[config.mk]
export PLATFORM = sky130hd
export DESIGN_NAME = fwd_operand_mux_pipe
export DESIGN_NICKNAME = d
export VERILOG_FILES = /design/src/rtl/fwd_operand_mux_pipe.sv
export SDC_FILE = /design/constraint.sdc
export NUM_CORES = 1
export LEC_CHECK = 0
export ABC_CLOCK_PERIOD_IN_PS = 2500
export CORE_MARGIN = 4
export CORE_UTILIZATION = 49
export DETAILED_ROUTE_END_ITERATION = 12
export HOLD_SLACK_MARGIN = 0.08
export PLACE_DENSITY = 0.85
export SLEW_MARGIN = 20
export SYNTH_ARGS = -nofsm -noshare
export SYNTH_HDL_FRONTEND = slang
export SYNTH_SLANG_ARGS = --single-unit
export TNS_END_PERCENT = 5
[constraint.sdc]
create_clock -name clk -period 2.5 [get_ports clk]
set_input_delay 0.5 -clock clk [delete_from_list [all_inputs] [get_ports clk]]
set_output_delay 0.5 -clock clk [all_outputs]
set_load 0.1 [all_outputs]
[src/rtl/fwd_operand_mux_pipe.sv]
// Operand-forwarding N:1 mux feeding a 2-entry valid/ready skid buffer.
// Selects one of NUM_SRC WIDTH-bit candidates by in_sel and registers the result
// so the consumer sees a timing-clean operand. Out-of-range selects produce a
// zero operand tagged with out_oob and are counted in a saturating error counter.
//
// Ports:
//   clk, reset      rising-edge clock, synchronous active-high reset
//   flush           drop every buffered entry and any input offered this cycle
//   in_valid/ready  upstream handshake; in_ready is registered
//   in_sel          source index; in_data packs source k at [k*WIDTH +: WIDTH]
//   out_valid/ready downstream handshake
//   out_data        selected operand; out_oob marks an out-of-range select
//   err_sticky      set by any accepted out-of-range select until reset
//   err_count       saturating count of accepted out-of-range selects
module fwd_operand_mux_pipe #(
    parameter int unsigned WIDTH   = 64,
    parameter int unsigned NUM_SRC = 3,
    parameter int unsigned CNT_W   = 8
) (
    input  logic                           clk,
    input  logic                           reset,
    input  logic                           flush,
    input  logic                           in_valid,
    output logic                           in_ready,
    input  logic [$clog2(NUM_SRC)-1:0]     in_sel,
    input  logic [NUM_SRC*WIDTH-1:0]       in_data,
    output logic                           out_valid,
    input  logic                           out_ready,
    output logic [WIDTH-1:0]               out_data,
    output logic                           out_oob,
    output logic                           err_sticky,
    output logic [CNT_W-1:0]               err_count
);

    localparam int unsigned SEL_W = $clog2(NUM_SRC);
    // With a power-of-two source count every select value is a real source.
    localparam bit IS_POW2 = ((32'd1 << SEL_W) == NUM_SRC);
    localparam logic [SEL_W:0] NUM_SRC_V = (SEL_W+1)'(NUM_SRC);

    typedef enum logic [1:0] {
        ST_EMPTY = 2'd0,
        ST_FULL1 = 2'd1,
        ST_FULL2 = 2'd2
    } state_t;

    state_t           state;
    logic [WIDTH-1:0] s_data;
    logic             s_oob;

    logic [WIDTH-1:0] sel_data_c;
    logic             sel_oob_c;
    logic             accept_c;
    logic             emit_c;

    // Source selection; unmatched (out-of-range) selects leave the zero default.
    always_comb begin
        sel_data_c = '0;
        for (int unsigned k = 0; k < NUM_SRC; k++) begin
            if (in_sel == SEL_W'(k)) begin
                sel_data_c = in_data[k*WIDTH +: WIDTH];
            end
        end
        sel_oob_c = 1'b0;
        if (!IS_POW2) begin
            sel_oob_c = ({1'b0, in_sel} >= NUM_SRC_V);
        end
    end

    // An input offered during flush is discarded, so it never counts as accepted.
    assign accept_c = in_valid && in_ready && !flush;
    assign emit_c   = out_valid && out_ready;

    // Buffer state machine: M (out_data/out_oob) is the head, S holds the overflow entry.
    always_ff @(posedge clk) begin
        if (reset) begin
            state      <= ST_EMPTY;
            in_ready   <= 1'b1;
            out_valid  <= 1'b0;
            out_data   <= '0;
            out_oob    <= 1'b0;
            s_data     <= '0;
            s_oob      <= 1'b0;
            err_sticky <= 1'b0;
            err_count  <= '0;
        end else if (flush) begin
            state     <= ST_EMPTY;
            in_ready  <= 1'b1;
            out_valid <= 1'b0;
        end else begin
            if (accept_c && sel_oob_c) begin
                err_sticky <= 1'b1;
                if (err_count != {CNT_W{1'b1}}) begin
                    err_count <= err_count + CNT_W'(1);
                end
            end
            case (state)
                ST_EMPTY: begin
                    if (accept_c) begin
                        out_data  <= sel_data_c;
                        out_oob   <= sel_oob_c;
                        out_valid <= 1'b1;
                        state     <= ST_FULL1;
                    end
                end
                ST_FULL1: begin
                    if (accept_c && emit_c) begin
                        out_data <= sel_data_c;
                        out_oob  <= sel_oob_c;
                    end else if (accept_c) begin
                        s_data   <= sel_data_c;
                        s_oob    <= sel_oob_c;
                        in_ready <= 1'b0;
                        state    <= ST_FULL2;
                    end else if (emit_c) begin
                        out_valid <= 1'b0;
                        state     <= ST_EMPTY;
                    end
                end
                ST_FULL2: begin
                    if (emit_c) begin
                        out_data <= s_data;
                        out_oob  <= s_oob;
                        in_ready <= 1'b1;
                        state    <= ST_FULL1;
                    end
                end
                default: begin
                    state     <= ST_EMPTY;
                    in_ready  <= 1'b1;
                    out_valid <= 1'b0;
                end
            endcase
        end
    end

endmodule
Word level (Yosys, flattened, before mapping)
Cells that the tools add are included.
{"block": "totals", "out_inout_bits": 76, "word_cells": 71, "register_bits": 143, "input_bits": 199}
{"block": "op_classes", "n_mux": 26, "n_eq_ne": 13, "n_bitwise": 4, "n_reduce_logical": 17, "n_addsub": 1, "n_lt_le_gt_ge": 1}
{"op": "64-bit two-way mux", "count": 6}
{"op": "64-bit case mux with 3 select lines", "count": 1}
{"op": "2-bit != test, second input constant", "count": 7}
{"op": "4-bit AND reduction", "count": 3}
{"op": "1-bit two-way mux", "count": 10}
{"op": "2-bit two-way mux", "count": 5}
{"op": "5-bit AND reduction", "count": 2}
{"op": "1-bit case mux with 3 select lines", "count": 3}
{"op": "8-bit by 1-bit adder with 8-bit output, second input constant", "count": 1}
{"op": "8-bit != test, second input constant", "count": 1}
{"op": "2-bit case mux with 3 select lines", "count": 1}
{"op": "1-bit logical AND", "count": 5}
{"op": "2-bit by 1-bit == test with 1-bit output, second input constant", "count": 2}
{"op": "2-bit == test, second input constant", "count": 2}
{"op": "2-bit zero test", "count": 2}
{"op": "1-bit NOT", "count": 4}
{"op": "3-bit != test, second input constant", "count": 1}
{"op": "3-bit AND reduction", "count": 1}
{"op": "3-bit nonzero test", "count": 1}
{"op": "2-bit >= comparator, second input constant", "count": 1}
{"op": "2-bit AND reduction", "count": 1}
{"op": "2-bit OR reduction", "count": 1}
{"op": "1-bit zero test", "count": 1}

Logic depth before layout (Yosys ltp)
Gate-level depths: netlist (run 1).
{"block": "logic_depth", "depth_word": 6, "ltp_mapped": 6, "ltp_nobuf": 5}

Worst setup path after synthesis (run 1)
No wires, ideal clock.
{"block": "synth_path", "path_kind": "register to register", "startpoint": "register out_valid", "endpoint": "register out_data[26]", "path_stages_with_launch": 7, "required_time_ns": 2.357, "t_arrival_ns": 2.119, "path_slack_ns": 0.238, "setup_time_ns": 0.143, "period_less_slack_ns": 2.262, "path_buffers": 2, "path_cell_list": "dfxtp_1 a21boi_2 o32a_1 buf_6 buf_1 nand3b_1 o41ai_2"}
{"block": "synth_between", "elab_chain_cells": 4, "word_cells_on_any_way": 5, "classes_between": "2 x eq/ne; 3 x reduce/logical"}
{"item": "start: declaration", "line_no": "27", "source": "output logic out_valid,"}
{"item": "start signal: assignment", "line_no": "78", "source": "out_valid <= 1'b0;"}
{"item": "start signal: assignment", "line_no": "88", "source": "out_valid <= 1'b0;"}
{"item": "start signal: assignment", "line_no": "101", "source": "out_valid <= 1'b1;"}
{"item": "1-bit logical AND *", "line_no": "71", "source": "assign emit_c = out_valid && out_ready;"}
{"item": "1-bit logical AND", "line_no": "106", "source": "if (accept_c && emit_c) begin"}
{"item": "2-bit != test (no line)"}
{"item": "5-bit AND reduction (no line) *"}
{"item": "end signal: assignment", "line_no": "99", "source": "out_data <= sel_data_c;"}
{"item": "end signal: assignment", "line_no": "107", "source": "out_data <= sel_data_c;"}
{"item": "end signal: assignment", "line_no": "121", "source": "out_data <= s_data;"}
{"item": "end: declaration", "line_no": "29", "source": "output logic [WIDTH-1:0] out_data,"}
Mark *: on every way between the ends. The rest lies on a longest branch, timed or not.
A chain may end at the register's enable or synchronous reset.

Worst setup path in the final report (run 1)
{"block": "layout_path", "startpoint": "input out_ready", "endpoint": "register out_data[13]"}
{"block": "layout_between", "elab_chain_cells": 4, "word_cells_on_any_way": 5, "classes_between": "2 x eq/ne; 3 x reduce/logical"}
{"item": "start: declaration", "line_no": "28", "source": "input logic out_ready,"}
{"item": "1-bit logical AND *", "line_no": "71"}
{"item": "1-bit logical AND", "line_no": "106"}
{"item": "2-bit != test (no line)"}
{"item": "5-bit AND reduction (no line) *"}
Marks and branches as above.

==> metrics.yaml, run 1 <==
cells_and_area:
  final_nets: 1300
  syn_to_final_growth_pct: 43.5
  fin_cells: 1298
  fill_cells: 1159
  final_area_sq_um: 10700
  drive_above_1_share_pct: 15.1
clock_tree:
  cts_tree: "built"
  postCtsSetupBuffers: 0
  clk_pin_slew_ps: 50
  insertion_delay_ps: 420
  cts.sinks: 143
  cts-root-buf: "clkbuf_16"
  cts_hold_buf: 0
  cts_buffer_depth: 2
  cts-resized-gates: 0
  cts_buffers: 17
  htree_levels: 4
floorplanning:
  fp.dieH_um: 132
  core_area_sq_um: 14800
  start_util_pct: 50.7
  die_w_um: 132
  rows: 44
  ios: 275
  dieArea_sq_um: 17300
routing:
  ant_nets: 0
  drt_wl_total_um: 22700
  drt_iter0_markers: 491
  drt-pass1-iter-count: 6
  post_drt_wl_per_cell_um: 17.5
  drc: 0
  post_drt_via_cell_ratio: 5.65
  vias: 7330
setup_path:
  r2r_cells: 4
  critical_path_required_ps: 2800
  rr_endpoint: "out_data[13]$_SDFFE_PP0P_"
  startpoint_type: "input pin"
  slowest_delay_ps: 580
  path_buf_inv: 2
  cp_num_cells: 5
  worstSetupPathType: "input pin to flip-flop"
  ff2ff_setup_slack_ps: 700
  endpoint_kind: "flip-flop"
  cp_cell_sequence: "clkdlybuf4s50_1 -> a21boi_2 -> o32a_2 -> buf_12 -> o41ai_1"
  worstPathMaxFanout: 60
  crit_family: "compound AO/OA/AOI/OAI gates"
  crit_arrival_ps: 2280
  r2r_start: "out_valid$_SDFFE_PP0P_"
  critPathSlowestCell: "clkdlybuf4s50_1"
global_route:
  grt_pass1_vias: 6972
  gr-usage-all-layers_pct: 24.9
  grt_max_degree: 82
  antenna_found_initial: 1
  grt_overflow: 0
  grt_pass1_wl_um: 35500
yosys:
  synth_most_common_cell: "nor2_1"
  synthCells: 879
  synth_edf_count: 0
  netlist_top_cells_area: "dfxtp_1 (38%), nor2_1 (13%), mux2i_1 (8.7%), o41ai_2 (7.6%), o2bb2ai_1 (7.5%)"
  synth_area_sq_um: 7480
  synthAdderAreaFrac_pct: 0.167
  synth_compound_area_share_pct: 20.7
  ys.flop_type: "dfxtp_1"
  syn_nets: 1079
  ys_top_cells_by_count: "nor2_1 (265), dfxtp_1 (143), nand3b_1 (66)"
  syn_avg_cell_area_sq_um: 8.51
  async_flop_share_pct: 0
  synth_xor_area_share_pct: 0.234
  synth.ff_latch_count: 143
  synth_top_family_by_area: "simple AND/OR/NAND/NOR gates"
  yosysTopAreaCell: "dfxtp_1"
  synthSimpleGateAreaFrac_pct: 26.6
  yosysTopAreaCellShare_pct: 38.2
  ys_warn_count: 0
  synthMuxAreaShare_pct: 8.69
  synth_cell_types: 38
  synth-seq-area-share_pct: 38.2
sta:
  finClkSkew_ps: 6.83
  slew_viol_final: 0
  hold_viol: 0
  finalSetupViolations: 0
  worst_pin_slew_ps: 786
  fmax_mhz: 505
  timing.final.crit_share_pct: 79.3
  rsz0062_at_grt: "no"
  min_period_ps: 1980
  maxSlewHeadroom_pct: 47.6
  fin_tns_setup_ps: 0
pwr:
  p_per_area_nw_per_um2: 590
  vdd_ir_drop_max_mv: 0.453
  p_leak_nw: 4.38
min_path:
  min_path_type: "flip-flop to flip-flop"
  hold_path_end: "s_oob$_SDFFE_PP0P_"
  hold_depth: 2
  min_from: "s_oob$_SDFFE_PP0P_"
place:
  placed_cells: 1265
  postPlaceCellArea_sq_um: 10100
  io_buffer_count: 274
  place_congestion: 0.839
  dpl.hpwl_um: 15600
status:
  status: "finished clean"
flow_run:
  maxCapViolCount: 0
-- flip-flops by register name (all words and copies together), names as in the netlist, 2 cells and up --
signal / cells
out_data: 64
s_data: 64
state: 2
err_count: 8
-- layer usage --
layer | vias up | share of wire, % | track usage [%]
met5 | - | 0 | 0
met1 | 3401 | 41 | 29.4
met3 | 28 | 7.4 | 6.65
met2 | 296 | 50 | 43.5
li1 | 3605 | - | -
met4 | 0 | 2.1 | 9.10
-- power by group --
part           internal [mW]  total [mW]  switching [mW]
combinational          0.539        1.31           0.773
sequential              2.35        2.39          0.0409
clock                   1.70        2.64           0.942
-- cells by family (layout without fill, tap and decap cells) --
group,Yosys count,after routing
DFF,143,143
buffers and inverters,87,321
and+or+nand+nor,427,427
adders and majority gates,1,1
AOI/OAI and AO/OA,154,154
xor gates and xnor gates,2,2
other,0,1
muxes,65,65
-- layout make-up --
cell class / count / area (sq um) / share of cell area [%]
tap: 184 / 230 / 2.14
timing repair buffer: 289 / 2780 / 25.9
clock buffer: 23 / 498 / 4.63
multi-input combinational: 649 / 4240 / 39.4
clock inverter: 9 / 130 / 1.21
sequential: 143 / 2860 / 26.6
antenna: 1 / 2.50 / 0.0233
-- worst min-delay path, cell delays in order, from the launching register on --
cell	delay (ps)
dfxtp_1	310
nand2_1	50
a21oi_1	50
-- through the flow --
stage | hold slack (ps) | worst slack, ps | util [%] | total power, mW
finish | 457 | 518 | 72.8 | 6.34
global route | 489 | 410 | 72.8 | 6.55
CTS | 460 | 520 | 72.8 | 6.37
detailed placement | 452 | 83.8 | 68.5 | 3.75
global placement | 447 | 196 | 68.5 | 3.73
floorplan | 437 | 238 | - | 3.23
-- cell usage in the layout (no fill, tap or decap), types with 4 or more instances in the layout --
| master | count |
|---|---|
| o2bb2ai_1 | 64 |
| a21oi_1 | 11 |
| mux2i_1 | 65 |
| o41ai_1 | 29 |
| dfxtp_1 | 143 |
| buf_12 | 10 |
| clkbuf_8 | 5 |
| clkdlybuf4s50_1 | 195 |
| nand3b_1 | 66 |
| nand3_1 | 5 |
| nor3_1 | 64 |
| o41ai_2 | 35 |
| nor2_1 | 265 |
| clkbuf_16 | 17 |
| nand2_1 | 10 |
| buf_4 | 82 |
| clkinvlp_4 | 4 |
-- worst max-delay path by stage --
stage,from,end,slack [ps]
4_1_cts,out_ready,out_data[60]$_SDFFE_PP0P_,520
5_1_grt,out_ready,out_data[13]$_SDFFE_PP0P_,410
3_5_place_dp,out_ready,out_data[55]$_SDFFE_PP0P_,80
3_3_place_gp,out_ready,out_data[62]$_SDFFE_PP0P_,200
6_report,out_ready,out_data[13]$_SDFFE_PP0P_,520
2_1_floorplan,out_valid$_SDFFE_PP0P_,out_data[26]$_SDFFE_PP0P_,240
Power figures use the tool's default switching activity.
==> inputs of run 2 (changes only) <==
--- a/config.mk
+++ b/config.mk
@@ -5,12 +5,12 @@
 export SDC_FILE = /design/constraint.sdc
 export NUM_CORES = 1
 export LEC_CHECK = 0
-export ABC_CLOCK_PERIOD_IN_PS = 2500
+export ABC_CLOCK_PERIOD_IN_PS = 1990
 export CORE_MARGIN = 4
-export CORE_UTILIZATION = 49
+export CORE_UTILIZATION = 45
 export DETAILED_ROUTE_END_ITERATION = 12
 export HOLD_SLACK_MARGIN = 0.08
-export PLACE_DENSITY = 0.85
+export PLACE_DENSITY = 0.79
 export SLEW_MARGIN = 20
 export SYNTH_ARGS = -nofsm -noshare
 export SYNTH_HDL_FRONTEND = slang
==> constraint.sdc (replaced) <==
create_clock -name clk -period 1.99 [get_ports clk]
set_input_delay 0.398 -clock clk [delete_from_list [all_inputs] [get_ports clk]]
set_output_delay 0.398 -clock clk [all_outputs]
set_load 0.1 [all_outputs]
==> run 2 against run 1 <==
Effect of this change: utilization shrank 4.6 points; wire length shrank 0.11%; power grew 24%; clock power grew 22%; count of clock-buffer cells in the layout shrank 2; register-to-register slack lost 410 ps; setup slack lost 250 ps; critical path type unchanged; via count grew 1.2%; sequential power grew 26%; first-iteration DRC count shrank 11%.
==> metrics.yaml, run 2 (synthesis gave the netlist of run 1 again) <==
setup_path:
  startpoint_type: "input pin"
  critPathSlowestCell: "clkdlybuf4s50_1"
  worstPathMaxFanout: 63  # +5.0%
  endpoint_kind: "flip-flop"
  cp-startpoint: "out_ready"
  r2r_start: "state[0]$_SDFFE_PP0P_"
  slowest_delay_ps: 500  # -80 ps
  crit_arrival_ps: 2040  # -240 ps
  worstSetupPathType: "input pin to flip-flop"
  critical_path_required_ps: 2310  # -490 ps
  cp_cell_sequence: "clkdlybuf4s50_1 -> a21boi_2 -> o32a_2 -> buf_12 -> o41ai_2"
global_route:
  grt_overflow: 0  # unchanged
  grt_pass1_wl_um: 35000  # -1.4%
  grt_max_degree: 66  # -20%
  gr-usage-all-layers_pct: 23.3  # -1.6 points
  grt_pass1_vias: 6981  # +0.13%
  antenna_found_initial: 1  # unchanged
clock_tree:
  cts-resized-gates: 0  # unchanged
  cts_hold_buf: 0  # unchanged
  postCtsSetupBuffers: 0  # unchanged
  htree_levels: 4  # unchanged
  cts-root-buf: "clkbuf_16"
  cts_buffer_depth: 2  # unchanged
  clk_pin_slew_ps: 60  # about the same
  cts_buffers: 17  # unchanged
  cts.sinks: 143  # unchanged
  cts_tree: "built"
  insertion_delay_ps: 420  # about the same
cells_and_area:
  multi_input_area_sq_um: 4240  # unchanged
  largestRegisters: "out_data x64, s_data x64, err_count x8"
  syn_to_final_growth_pct: 46.8
  seq_area_sq_um: 2870  # +0.17%
  final_area_sq_um: 11000  # +2.3%
  fill_cells: 1304  # +13%
  final_cell_mix: "nor2_1 (265), clkdlybuf4s50_1 (195), dfxtp_1 (139)"
  final_nets: 1319  # +1.5%
  mostFrequentLayoutCell: "nor2_1"
  drive_above_1_share_pct: 16.7  # +1.6 points
place:
  dpl.hpwl_um: 15900  # +2.2%
  pre_cts_ws_ps: -192  # -275 ps
  io_buffer_count: 274  # unchanged
  postPlaceCellArea_sq_um: 10400  # +2.7%
  place_congestion: 0.838  # -0.12%
routing:
  post_drt_wl_per_cell_um: 16.8  # -3.8%
  drc: 0  # unchanged
  drt-pass1-iter-count: 6  # unchanged
  drt_iter0_markers: 436  # -11%
  post_drt_via_cell_ratio: 5.50  # -2.5%
  vias: 7419  # +1.2%
  drt_wl_total_um: 22600  # -0.11%
  ant_nets: 0  # unchanged
pwr:
  p_leak_nw: 4.49  # +2.5%
  total_power_mw: 7.89  # +24%
  vdd_ir_drop_max_mv: 0.634  # +40%
  p_per_area_nw_per_um2: 718  # +22%
sta:
  finalSetupViolations: 0  # unchanged
  fmax_mhz: 582
  timing.hold.ws_ps: 456  # -1.40 ps
  maxSlewHeadroom_pct: 69.5  # +22 points
  worst_pin_slew_ps: 458  # -328 ps
  fin_tns_setup_ps: 0  # unchanged
  min_period_ps: 1720
  hold_viol: 0  # unchanged
  slew_viol_final: 0  # unchanged
  setup_slack_ps: 272  # -246 ps
  rsz0062_at_grt: "no"
  timing.final.crit_share_pct: 86.4
  finClkSkew_ps: 6.53  # -0.303 ps
floorplanning:
  fp.dieH_um: 137  # +4.1%
  start_util_pct: 46.4  # -4.3 points
  rows: 46  # +4.5%
  core_area_sq_um: 16100  # +9.2%
  die_w_um: 137  # +4.1%
  dieArea_sq_um: 18800  # +8.3%
  ios: 275  # unchanged
flow_run:
  maxCapViolCount: 0  # unchanged
status:
  status: "finished clean"
min_path:
  min_from: "out_oob$_SDFFE_PP0P_"
  min_path_type: "flip-flop to flip-flop"
[run 2: final timing paths]
check,to,slack (ps),cells after the start
worst max-delay path,out_data[39]$_SDFFE_PP0P_,270,5
worst min-delay path,out_oob$_SDFFE_PP0P_,460,2
worst max register to register,out_data[39]$_SDFFE_PP0P_,290,4
worst min register to register,out_oob$_SDFFE_PP0P_,460,2
[run 2: cell type report]
class / instances / share of cell area, %
Clock buffer: 21 / 4.19
Clock inverter: 10 / 1.25
Tap cell: 216 / 2.46
Antenna cell: 1 / 0.0228
Sequential cell: 143 / 26.1
Timing Repair Buffer: 308 / 27.4
Multi-Input combinational cell: 649 / 38.6
[run 2: per-stage QoR]
step                      util, %  instances
final                        68.2       1348
after global routing         68.2       1348
after CTS                    68.2       1347
after detailed placement     64.5       1316
after global placement       64.5       1316
after floorplan                 -        879
[run 2: metal layers]
metal | wire length, um | GRT usage, %
met5 | 0 | 0
met4 | 508 | 9.37
met3 | 1850 | 5.33
met2 | 10900 | 39.3
met1 | 9400 | 28.8
[run 2: critical path, delay by kind of cell]
family                 cells  cell delay, ps
buffers and inverters      2             730
AOI/OAI and AO/OA          3             870
[run 2: power breakdown]
part | total [mW] | internal (mW) | switching (mW)
logic | 1.68 | 0.705 | 0.970
registers | 3.00 | 2.95 | 0.0522
clock network | 3.22 | 2.03 | 1.19
